--- src/rtl/alu_pkg.sv ---
// Shared definitions for the ALU issue arbiter slice.
//   OP_W / DATA_W / TAG_W : default opcode, operand/result and tag widths.
//   state_t               : issue FSM states (IDLE, ISSUE, WAIT, BCAST).
package alu_pkg;

  localparam int unsigned OP_W   = 6;
  localparam int unsigned DATA_W = 32;
  localparam int unsigned TAG_W  = 5;

  typedef enum logic [1:0] {
    IDLE,
    ISSUE,
    WAIT,
    BCAST
  } state_t;

endpackage

--- src/rtl/alu_issue_arbiter_if.sv ---
// Bundle of the arbiter's requester, ALU and common-data-bus signals.
//   master : arbiter view (drives req_ack, alu_*, cdb_valid/tag/data, busy,
//            err_timeout).
//   slave  : environment view (requesters, ALU and CDB).
// Packed request vectors hold requester i in slice i.
interface alu_issue_arbiter_if #(
  parameter int unsigned NUM_REQ = 4,
  parameter int unsigned DATA_W  = alu_pkg::DATA_W,
  parameter int unsigned TAG_W   = alu_pkg::TAG_W,
  parameter int unsigned OP_W    = alu_pkg::OP_W
);

  logic [NUM_REQ-1:0]        req_valid;
  logic [NUM_REQ*OP_W-1:0]   req_opcode;
  logic [NUM_REQ*DATA_W-1:0] req_op1;
  logic [NUM_REQ*DATA_W-1:0] req_op2;
  logic [NUM_REQ*TAG_W-1:0]  req_tag;
  logic [NUM_REQ-1:0]        req_ack;

  logic                      alu_start;
  logic [OP_W-1:0]           alu_opcode;
  logic [DATA_W-1:0]         alu_op1;
  logic [DATA_W-1:0]         alu_op2;
  logic [TAG_W-1:0]          alu_dest_tag;
  logic                      alu_done;
  logic [TAG_W-1:0]          alu_out_tag;
  logic [DATA_W-1:0]         alu_result;

  logic                      cdb_valid;
  logic                      cdb_ready;
  logic [TAG_W-1:0]          cdb_tag;
  logic [DATA_W-1:0]         cdb_data;

  logic                      busy;
  logic                      err_timeout;

  modport master (
    input  req_valid, req_opcode, req_op1, req_op2, req_tag,
    input  alu_done, alu_out_tag, alu_result, cdb_ready,
    output req_ack, alu_start, alu_opcode, alu_op1, alu_op2, alu_dest_tag,
    output cdb_valid, cdb_tag, cdb_data, busy, err_timeout
  );

  modport slave (
    output req_valid, req_opcode, req_op1, req_op2, req_tag,
    output alu_done, alu_out_tag, alu_result, cdb_ready,
    input  req_ack, alu_start, alu_opcode, alu_op1, alu_op2, alu_dest_tag,
    input  cdb_valid, cdb_tag, cdb_data, busy, err_timeout
  );

endinterface

--- src/rtl/rr_arbiter.sv ---
// Combinational round-robin selector.
//   req   : request vector.
//   ptr   : highest-priority index; search runs ptr, ptr+1, ... with wrap.
//   grant : one-hot winner (all zero when no request).
//   idx   : binary index of the winner (zero when no request).
module rr_arbiter #(
  parameter int unsigned N     = 4,
  parameter int unsigned IDX_W = 2
) (
  input  logic [N-1:0]     req,
  input  logic [IDX_W-1:0] ptr,
  output logic [N-1:0]     grant,
  output logic [IDX_W-1:0] idx
);

  always_comb begin
    int unsigned pos;
    logic        found;
    grant = '0;
    idx   = '0;
    found = 1'b0;
    pos   = 0;
    for (int unsigned k = 0; k < N; k++) begin
      pos = (32'(ptr) + k) % N;
      if (!found && req[pos]) begin
        found      = 1'b1;
        grant[pos] = 1'b1;
        idx        = IDX_W'(pos);
      end
    end
  end

endmodule

--- src/rtl/alu_issue_arbiter.sv ---
// Round-robin issue arbiter in front of a single ALU with result broadcast on
// the common data bus.
//   clk, rst : clock (rising edge) and asynchronous active-high reset.
//   bus      : alu_issue_arbiter_if.master -- requester handshake, ALU launch
//              and completion, CDB broadcast, busy and err_timeout.
// Optional build macro ALU_ARB_TIMEOUT_EN adds a WAIT watchdog that sets the
// sticky err_timeout and abandons the operation after TIMEOUT_CYC cycles.
module alu_issue_arbiter #(
  parameter int unsigned NUM_REQ     = 4,
  parameter int unsigned DATA_W      = alu_pkg::DATA_W,
  parameter int unsigned TAG_W       = alu_pkg::TAG_W,
  parameter int unsigned OP_W        = alu_pkg::OP_W,
  parameter int unsigned TIMEOUT_CYC = 16
) (
  input logic                 clk,
  input logic                 rst,
  alu_issue_arbiter_if.master bus
);

  import alu_pkg::state_t;
  import alu_pkg::IDLE;
  import alu_pkg::ISSUE;
  import alu_pkg::WAIT;
  import alu_pkg::BCAST;

  localparam int unsigned IDX_W = (NUM_REQ > 1) ? $clog2(NUM_REQ) : 1;

  state_t             state, state_nxt;
  logic [IDX_W-1:0]   rr_ptr, g_idx, arb_idx;
  logic [NUM_REQ-1:0] arb_grant, ack_c;
  logic               start_c, cdb_valid_c;
  logic               take, capture, adv_ptr, wd_expire;

  logic [OP_W-1:0]    opcode_q;
  logic [DATA_W-1:0]  op1_q, op2_q, hold_data;
  logic [TAG_W-1:0]   tag_q, hold_tag;

  rr_arbiter #(.N(NUM_REQ), .IDX_W(IDX_W)) u_rr (
    .req   (bus.req_valid),
    .ptr   (rr_ptr),
    .grant (arb_grant),
    .idx   (arb_idx)
  );

`ifdef ALU_ARB_TIMEOUT_EN
  localparam int unsigned CNT_W = (TIMEOUT_CYC > 1) ? $clog2(TIMEOUT_CYC) : 1;

  logic [CNT_W-1:0] wait_cnt;
  logic             err_q;

  // Expires in the TIMEOUT_CYC-th consecutive WAIT cycle without alu_done.
  assign wd_expire = (state == WAIT) && !bus.alu_done &&
                     (wait_cnt == CNT_W'(TIMEOUT_CYC - 1));

  always_ff @(posedge clk or posedge rst) begin
    if (rst) begin
      wait_cnt <= '0;
      err_q    <= 1'b0;
    end else begin
      wait_cnt <= (state == WAIT) ? wait_cnt + 1'b1 : '0;
      if (wd_expire) err_q <= 1'b1;
    end
  end

  assign bus.err_timeout = err_q;
`else
  logic unused_timeout_cfg;
  assign unused_timeout_cfg = ^TIMEOUT_CYC;
  assign wd_expire          = 1'b0;
  assign bus.err_timeout    = 1'b0;
`endif

  always_ff @(posedge clk or posedge rst) begin
    if (rst) state <= IDLE;
    else     state <= state_nxt;
  end

  // Acceptance is combinational in IDLE so the launch lands one cycle after
  // the ack; rst gates it so reset forces req_ack low immediately.
  always_comb begin
    state_nxt   = state;
    ack_c       = '0;
    start_c     = 1'b0;
    cdb_valid_c = 1'b0;
    take        = 1'b0;
    capture     = 1'b0;
    adv_ptr     = 1'b0;
    case (state)
      IDLE: begin
        if ((|bus.req_valid) && !rst) begin
          ack_c     = arb_grant;
          take      = 1'b1;
          state_nxt = ISSUE;
        end
      end
      ISSUE: begin
        start_c   = 1'b1;
        state_nxt = WAIT;
      end
      WAIT: begin
        if (bus.alu_done) begin
          capture   = 1'b1;
          state_nxt = BCAST;
        end else if (wd_expire) begin
          adv_ptr   = 1'b1;
          state_nxt = IDLE;
        end
      end
      BCAST: begin
        cdb_valid_c = 1'b1;
        if (bus.cdb_ready) begin
          adv_ptr   = 1'b1;
          state_nxt = IDLE;
        end
      end
      default: state_nxt = IDLE;
    endcase
  end

  always_ff @(posedge clk or posedge rst) begin
    if (rst) begin
      rr_ptr    <= '0;
      g_idx     <= '0;
      opcode_q  <= '0;
      op1_q     <= '0;
      op2_q     <= '0;
      tag_q     <= '0;
      hold_tag  <= '0;
      hold_data <= '0;
    end else begin
      if (take) begin
        g_idx    <= arb_idx;
        opcode_q <= bus.req_opcode[arb_idx*OP_W +: OP_W];
        op1_q    <= bus.req_op1[arb_idx*DATA_W +: DATA_W];
        op2_q    <= bus.req_op2[arb_idx*DATA_W +: DATA_W];
        tag_q    <= bus.req_tag[arb_idx*TAG_W +: TAG_W];
      end
      if (capture) begin
        hold_tag  <= bus.alu_out_tag;
        hold_data <= bus.alu_result;
      end
      if (adv_ptr) begin
        rr_ptr <= (g_idx == IDX_W'(NUM_REQ - 1)) ? '0 : g_idx + 1'b1;
      end
    end
  end

  assign bus.req_ack      = ack_c;
  assign bus.alu_start    = start_c;
  assign bus.alu_opcode   = opcode_q;
  assign bus.alu_op1      = op1_q;
  assign bus.alu_op2      = op2_q;
  assign bus.alu_dest_tag = tag_q;
  assign bus.cdb_valid    = cdb_valid_c;
  assign bus.cdb_tag      = hold_tag;
  assign bus.cdb_data     = hold_data;
  assign bus.busy         = (state != IDLE);

endmodule
--- src/flat_wrapper.sv ---
// flat-port wrapper written by rule: the top's interface ports become plain ports
module alu_issue_arbiter_flat import alu_pkg::state_t; import alu_pkg::IDLE; import alu_pkg::ISSUE; import alu_pkg::WAIT; import alu_pkg::BCAST;
#(
  parameter int unsigned NUM_REQ     = 4,
  parameter int unsigned DATA_W      = alu_pkg::DATA_W,
  parameter int unsigned TAG_W       = alu_pkg::TAG_W,
  parameter int unsigned OP_W        = alu_pkg::OP_W,
  parameter int unsigned TIMEOUT_CYC = 16
)
  (clk, rst, bus_req_valid, bus_req_opcode, bus_req_op1, bus_req_op2, bus_req_tag, bus_alu_done, bus_alu_out_tag, bus_alu_result, bus_cdb_ready, bus_req_ack, bus_alu_start, bus_alu_opcode, bus_alu_op1, bus_alu_op2, bus_alu_dest_tag, bus_cdb_valid, bus_cdb_tag, bus_cdb_data, bus_busy, bus_err_timeout);
  alu_issue_arbiter_if #(.NUM_REQ(NUM_REQ), .DATA_W(DATA_W), .TAG_W(TAG_W), .OP_W(OP_W)) bus_i ();
  input logic clk;
  input logic rst;
  input wire logic [$bits(bus_i.req_valid)-1:0] bus_req_valid;
  input wire logic [$bits(bus_i.req_opcode)-1:0] bus_req_opcode;
  input wire logic [$bits(bus_i.req_op1)-1:0] bus_req_op1;
  input wire logic [$bits(bus_i.req_op2)-1:0] bus_req_op2;
  input wire logic [$bits(bus_i.req_tag)-1:0] bus_req_tag;
  input wire logic [$bits(bus_i.alu_done)-1:0] bus_alu_done;
  input wire logic [$bits(bus_i.alu_out_tag)-1:0] bus_alu_out_tag;
  input wire logic [$bits(bus_i.alu_result)-1:0] bus_alu_result;
  input wire logic [$bits(bus_i.cdb_ready)-1:0] bus_cdb_ready;
  output wire logic [$bits(bus_i.req_ack)-1:0] bus_req_ack;
  output wire logic [$bits(bus_i.alu_start)-1:0] bus_alu_start;
  output wire logic [$bits(bus_i.alu_opcode)-1:0] bus_alu_opcode;
  output wire logic [$bits(bus_i.alu_op1)-1:0] bus_alu_op1;
  output wire logic [$bits(bus_i.alu_op2)-1:0] bus_alu_op2;
  output wire logic [$bits(bus_i.alu_dest_tag)-1:0] bus_alu_dest_tag;
  output wire logic [$bits(bus_i.cdb_valid)-1:0] bus_cdb_valid;
  output wire logic [$bits(bus_i.cdb_tag)-1:0] bus_cdb_tag;
  output wire logic [$bits(bus_i.cdb_data)-1:0] bus_cdb_data;
  output wire logic [$bits(bus_i.busy)-1:0] bus_busy;
  output wire logic [$bits(bus_i.err_timeout)-1:0] bus_err_timeout;
  assign bus_i.req_valid = bus_req_valid;
  assign bus_i.req_opcode = bus_req_opcode;
  assign bus_i.req_op1 = bus_req_op1;
  assign bus_i.req_op2 = bus_req_op2;
  assign bus_i.req_tag = bus_req_tag;
  assign bus_i.alu_done = bus_alu_done;
  assign bus_i.alu_out_tag = bus_alu_out_tag;
  assign bus_i.alu_result = bus_alu_result;
  assign bus_i.cdb_ready = bus_cdb_ready;
  assign bus_req_ack = bus_i.req_ack;
  assign bus_alu_start = bus_i.alu_start;
  assign bus_alu_opcode = bus_i.alu_opcode;
  assign bus_alu_op1 = bus_i.alu_op1;
  assign bus_alu_op2 = bus_i.alu_op2;
  assign bus_alu_dest_tag = bus_i.alu_dest_tag;
  assign bus_cdb_valid = bus_i.cdb_valid;
  assign bus_cdb_tag = bus_i.cdb_tag;
  assign bus_cdb_data = bus_i.cdb_data;
  assign bus_busy = bus_i.busy;
  assign bus_err_timeout = bus_i.err_timeout;
  alu_issue_arbiter #(.NUM_REQ(NUM_REQ), .DATA_W(DATA_W), .TAG_W(TAG_W), .OP_W(OP_W), .TIMEOUT_CYC(TIMEOUT_CYC)) u_core (.clk(clk), .rst(rst), .bus(bus_i));
endmodule
--- config.mk ---
export PLATFORM = sky130hd
export DESIGN_NAME = alu_issue_arbiter_flat
export DESIGN_NICKNAME = d
export VERILOG_FILES = /design/src/rtl/alu_pkg.sv /design/src/rtl/alu_issue_arbiter_if.sv /design/src/rtl/rr_arbiter.sv /design/src/rtl/alu_issue_arbiter.sv /design/src/flat_wrapper.sv
export SDC_FILE = /design/constraint.sdc
export NUM_CORES = 1
export LEC_CHECK = 0
export BUFFER_PORTS_ARGS = -buffer_cell sky130_fd_sc_hd__clkbuf_2
export CAP_MARGIN = 0
export CORE_AREA = 2 2 183 185
export DETAILED_ROUTE_END_ITERATION = 16
export DIE_AREA = 0 0 185 187
export SETUP_SLACK_MARGIN = 0.15
export SLEW_MARGIN = 10
export SYNTH_ARGS = -nofsm -noshare
export SYNTH_HDL_FRONTEND = slang
export SYNTH_SLANG_ARGS = --single-unit
--- constraint.sdc ---
create_clock -name clk -period 6.54 [get_ports clk]
set_input_delay 1.308 -clock clk [delete_from_list [all_inputs] [get_ports clk]]
set_output_delay 1.308 -clock clk [all_outputs]
set_load 0.02 [all_outputs]
* Word-level counts from Yosys, hierarchy flattened
Cells that the tools add are included.
** Operators by class
- Multiplexer cells :: 42
- $mul :: 2
- Shift operators :: 4
- Add/subtract/negate cells :: 4
- Order comparisons :: 8
- Reductions and logical operators :: 16
- Equal/unequal tests :: 7
- Bitwise logic cells :: 3
** Operators by type and width (number)
- $shiftx A128 B8 Y32 :: 2
- $mux W4 :: 6
- $shiftx A24 B6 Y6 :: 1
- $shiftx A20 B6 Y5 :: 1
- $mux W1 :: 19
- $mux W2 :: 8
- $lt A2 B3 Y1 const B :: 4
- $or A4 B4 Y4 :: 3
- $bmux W1 S2 :: 4
- $demux W1 S2 :: 4
- $ge A2 B1 Y1 const B :: 4
- $logic_and A1 B1 Y1 :: 8
- $pmux W2 S4 :: 1
- $eq A2 B2 Y1 const B :: 3
- $mul A2 B3 Y5 const B :: 1
- $add A2 B1 Y2 const B :: 2
- $add A2 B2 Y2 const B :: 2
- $logic_not A1 Y1 :: 4
- $mul A2 B2 Y4 const B :: 1
- $ne A2 B2 Y1 const B :: 2
- $reduce_or A4 Y1 :: 1
- $reduce_and A3 Y1 :: 1
- $eq A2 B1 Y1 const B :: 1
- $logic_not A2 Y1 :: 1
- 2 further kinds :: 2
** Word-level totals
- Bits of input ports :: 345
- Output and inout port bits :: 120
- Register bits after elaboration :: 118

* Logic depth before layout (Yosys ltp)
- Word-level depth :: 14
- Depth in mapped cells :: 12
- Mapped depth without buffers :: 8

* By module
From an unflattened synthesis, not the netlist that was laid out.
** Second synthesis, totals
- Cells, all modules :: 411
- Area, all modules :: 6879.1 um2
** By module, submodules not included
- alu_issue_arbiter :: instances 1, cells an instance 363, area each 6475.0 um2
- rr_arbiter :: instances 1, cells an instance 48, area each 404.1 um2

* Least setup slack after synthesis
No wires, ideal clock.
- Kind :: in2out
- Start :: input port bus_req_valid[1]
- End :: output port bus_req_ack[0]
- Required time :: 5.232 ns
- Stages on the path :: 6
- Slack :: 2.306 ns
- Arrival time :: 2.926 ns
- Path through :: buf_2 mux4_2 buf_4 nor4_1 a221oi_1 nor2_1
** Between the ends
- Cells in the longest elaborated chain, start to end :: 14
- Elaborated cells between the ends (all ways) :: 28
- Classes of those cells :: mux: 17; bitwise: 3; reduce/logical: 8
** RTL lines
- from (decl) :: RTL line flat_wrapper.sv:14 : input wire logic [$bits(bus_i.req_valid)-1:0] bus_req_valid;
- $bmux W1 S2 :: RTL line rr_arbiter.sv:25 : if (!found && req[pos]) begin
- $mux W1 (not written as such) :: RTL line rr_arbiter.sv:25
- $mux W1 :: RTL line rr_arbiter.sv:25
- $logic_not A1 Y1 :: RTL line rr_arbiter.sv:25
- $logic_and A1 B1 Y1 :: RTL line rr_arbiter.sv:25
- $mux W1 :: RTL line rr_arbiter.sv:25
- $logic_not A1 Y1 :: RTL line rr_arbiter.sv:25
- $logic_and A1 B1 Y1 :: RTL line rr_arbiter.sv:25
- $mux W1 :: RTL line rr_arbiter.sv:25
- $logic_not A1 Y1 :: RTL line rr_arbiter.sv:25
- $logic_and A1 B1 Y1 :: RTL line rr_arbiter.sv:25
- $mux W4 :: RTL line rr_arbiter.sv:25
- $mux W4 (*) :: RTL line alu_issue_arbiter.sv:90 : if ((|bus.req_valid) && !rst) begin
- $mux W4 (*) :: RTL line alu_issue_arbiter.sv:88 : case (state)
- to (decl) :: RTL line flat_wrapper.sv:23 : output wire logic [$bits(bus_i.req_ack)-1:0] bus_req_ack;
Mark *: on every way between the ends. The rest lies on a longest branch, timed or not. The select of a mux whose other input is x is not followed.

* Final worst setup path
- Start :: register u_core.rr_ptr[0]
- End :: output port bus_req_ack[1]
** Between the ends
- Cells in the longest elaborated chain, start to end :: 14
- Elaborated cells between the ends (all ways) :: 49
- Classes of those cells :: add/sub: 3; order compare: 8; mux: 25; bitwise: 3; reduce/logical: 10
** RTL lines
- from (decl) :: RTL line alu_issue_arbiter.sv:29 : logic [IDX_W-1:0] rr_ptr, g_idx, arb_idx;
- from (signal assigned) :: RTL line alu_issue_arbiter.sv:143 : rr_ptr <= (g_idx == IDX_W'(NUM_REQ - 1)) ? '0 : g_idx + 1'b1;
- parallel branches: the longest is 11 deep, another holds $lt A2 B3 Y1
- $mux W4 (*) :: RTL line rr_arbiter.sv:25
- $mux W4 (*) :: RTL line alu_issue_arbiter.sv:90
- $mux W4 (*) :: RTL line alu_issue_arbiter.sv:88
Every way passes the cells marked *. The select of a mux whose other input is x is not followed.

==> flow_summary.yaml <==
setup_path:
  rrSetupSlack_ns: 2.33
  start_kind: "register"
  arrival_ns: 3.78
  crit_required_ns: 5.23
  critPathKind: "register to output pin"
  r2r-start: "u_core.rr_ptr[0]"
  end_kind: "output pin"
  critPathMaxFanout: 18
  rr_worst_depth: 8
  r2r-end: "u_core.bus.alu_op2[11]"
finish:
  fin_nets: 1520
  syn_to_final_growth_pct: 44.77
  insertedDiodeCount: 0
  final_common_cell: "clkbuf_2"
  layout-drive-gt1-share_pct: 47.44
  final_cell_mix: "clkbuf_2 (463), nand2_1 (198), dfrtp_1 (118)"
  num-fill-cells: 3513
timing:
  worst_pin_slew_ns: 0.9864
  rsz0062_at_grt: "false"
  slew_viol_final: 0
  setup_viol: 0
  final-hold-violation-count: 0
  max_freq_mhz: 196.7
  fin_crit_ns: 5.084
  fin_skew_ns: 0.01073
  fin_setup_tns_ns: 0
  period_share_pct: 77.73
  slew_headroom_pct: 34.24
route:
  wl_per_cell_um: 16.58
  drt-vias-per-instance: 4.535
  firstDrtPassIters: 4
  via_count: 7355
  drtIter0Drc: 319
  drc_errors: 0
  wl_um: 26890
  ant_nets: 0
clock_tree:
  path_clk_slew_ns: 0.06
  hold_buffers: 0
  tritoncts: "yes"
  clockRootBuffer: "clkbuf_16"
  clk-insertion-delay-late_ns: 0.42
  cts_resized: 0
  cts_made_buffers: 17
  post_cts_buffers: 0
  h-tree-depth: 4
  cts_buffer_depth: 2
  clkSinkCount: 118
floorplanning:
  io_pins: 465
  rows: 67
  die_x_um: 185
  dieArea_mm2: 0.03460
  start_util_pct: 21.71
  die_h_um: 187
  core_mm2: 0.03286
global_routing:
  antenna_found_initial: 0
  grt_pass1_vias: 7096
  grt_remaining_overflow: 0
  grt_usage_pct: 15.07
  grt_max_degree: 119
  grt_pass1_wl_um: 40090
pwr:
  p_sw_mw: 2.484
  p_clk_share_pct: 19.6
  ir_drop_v: 0.0002009
  power_frac_seq_pct: 24.9
  swShare_pct: 46.09
  comb_power_share_pct: 55.5
  p_leak_nw: 5.459
  intPower_mw: 2.906
  total_power_mw: 5.390
  powerDensity_mw_per_mm2: 521.8
synth:
  yosysSeqAreaShare_pct: 41.38
  netlist_instances: 739
  synth_warnings: 0
  async_flop_share_pct: 100.0
  syn_avg_cell_area_um2: 9.656
  netlist_area_mm2: 0.007136
  synth_edf_count: 0
  synthFlopType: "dfrtp_1"
  synth-seq-cells: 118
  yosysUniqueCellTypes: 47
  syn-num-nets: 1097
hold_path:
  min_to: "u_core.g_idx[1]"
  min_path_type: "register to register"
  min_from: "u_core.g_idx[1]"
  hold_depth: 2
status:
  status: "complete, no violations"
place:
  io_buffers: 463
  place.detailed.hpwl_um: 20310
  gp_congestion: 0.8089
job:
  cap_violations: 0
[metal layers]
metal / up-vias / track usage, % / routed length, um
met5: - / 0 / 0
met4: 0 / 3.999 / 352
met3: 16 / 3.777 / 1955
met2: 347 / 26.48 / 13340
met1: 3474 / 18.21 / 11240
li1: 3518 / - / -
[power groups by stage]
stage	clock [mW]	sequential [mW]	combinational, mW
3_5_place_dp	0	1.34	3.03
2_1_floorplan	0	1.69	1.85
5_1_grt	1.12	1.39	3.26
4_1_cts	1.09	1.34	3.04
3_3_place_gp	0	1.34	3.00
6_report	1.05	1.34	2.99
[logic make-up (layout without fill, tap and decap cells)]
group           count (synthesis)  in the layout  synth area share, %
compound gates                142            142                15.64
fa+ha+maj                      13             13                2.280
buf+inv                        74            509                6.488
flops                         118            118                41.38
mux                           121            121                18.29
other cells                     1              1              0.05255
simple gates                  270            270                15.87
[worst max-delay path, stage by stage, from the launching register on]
cell and delay (ns):
dfrtp_1 0.76, inv_1 0.30, ha_1 0.61, mux4_2 0.48
nor4_1 0.66, a221oi_1 0.17, nor2_1 0.16, clkbuf_2 0.21
[worst max-delay path by stage]
| stage | from | end | slack (ns) | depth (start not counted) |
|---|---|---|---|---|
| after global routing | u_core.rr_ptr[0] | bus_req_ack[1] | 1.23 | 7 |
| after CTS | u_core.rr_ptr[0] | bus_req_ack[1] | 1.56 | 7 |
| after floorplan | rst | u_core.bus.alu_dest_tag[0] | 2.10 | 1 |
| final | u_core.rr_ptr[0] | bus_req_ack[1] | 1.46 | 7 |
| after detailed placement | bus_req_valid[2] | bus_req_ack[1] | 2.00 | 6 |
| after global placement | bus_req_valid[2] | bus_req_ack[3] | 2.14 | 6 |
[synthesized netlist by cell type (2+ instances only)]
master / count / area (um2)
mux2i_1: 76 / 760.7
buf_4: 9 / 67.56
nor2b_1: 2 / 12.51
clkbuf_1: 20 / 75.07
nor4_1: 2 / 12.51
nand3b_1: 2 / 15.01
a22oi_1: 4 / 30.03
buf_6: 17 / 191.4
o21ai_0: 4 / 20.02
inv_1: 8 / 30.03
nand3_1: 38 / 190.2
a22o_1: 38 / 332.8
o221ai_1: 35 / 306.5
nand2_1: 200 / 750.7
mux4_2: 2 / 45.04
or2_1: 2 / 12.51
buf_2: 19 / 95.09
a221oi_1: 5 / 43.79
ha_1: 13 / 162.7
a31oi_1: 40 / 250.2
nand3_2: 2 / 20.02
mux2_2: 41 / 461.7
nand2b_1: 2 / 12.51
dfrtp_1: 118 / 2953
nor2_1: 13 / 48.80
a21oi_1: 6 / 30.03
[registers in the layout, indices dropped and copies added, names as in the netlist]
| register | count |
|---|---|
| u_core.bus.alu_op2 | 32 |
| u_core.g_idx | 2 |
| u_core.bus.alu_op1 | 32 |
| u_core.bus.alu_dest_tag | 5 |
| u_core.bus.alu_opcode | 6 |
| u_core.state | 2 |
| u_core.bus.cdb_data | 32 |
| u_core.bus.cdb_tag | 5 |
| u_core.rr_ptr | 2 |
[final cells by class]
type / count / area [um2] / area share [%]
clock buffers: 17 / 425.4 / 4.118
clock inverters: 14 / 224.0 / 2.168
inverters: 8 / 32.53 / 0.3149
multi-input cells: 547 / 3740 / 36.20
flip-flops and latches: 118 / 2953 / 28.59
well taps: 448 / 560.5 / 5.426
repair buffers: 470 / 2395 / 23.18
[stage by stage]
| stage | std cells | area, um2 | hold slack [ns] | utilization [%] | setup WS (ns) |
|---|---|---|---|---|---|
| floorplan | 739 | 7136 | 0.4499 | - | 2.103 |
| global placement | 1591 | 9681 | 0.4665 | 29.46 | 2.141 |
| detailed placement | 1591 | 9681 | 0.4715 | 29.46 | 2.004 |
| CTS | 1622 | 10330 | 0.4873 | 31.43 | 1.559 |
| global route | 1622 | 10330 | 0.5028 | 31.43 | 1.235 |
| finish | 1622 | 10330 | 0.4819 | 31.43 | 1.456 |
(Power assumes the default switching activity.)
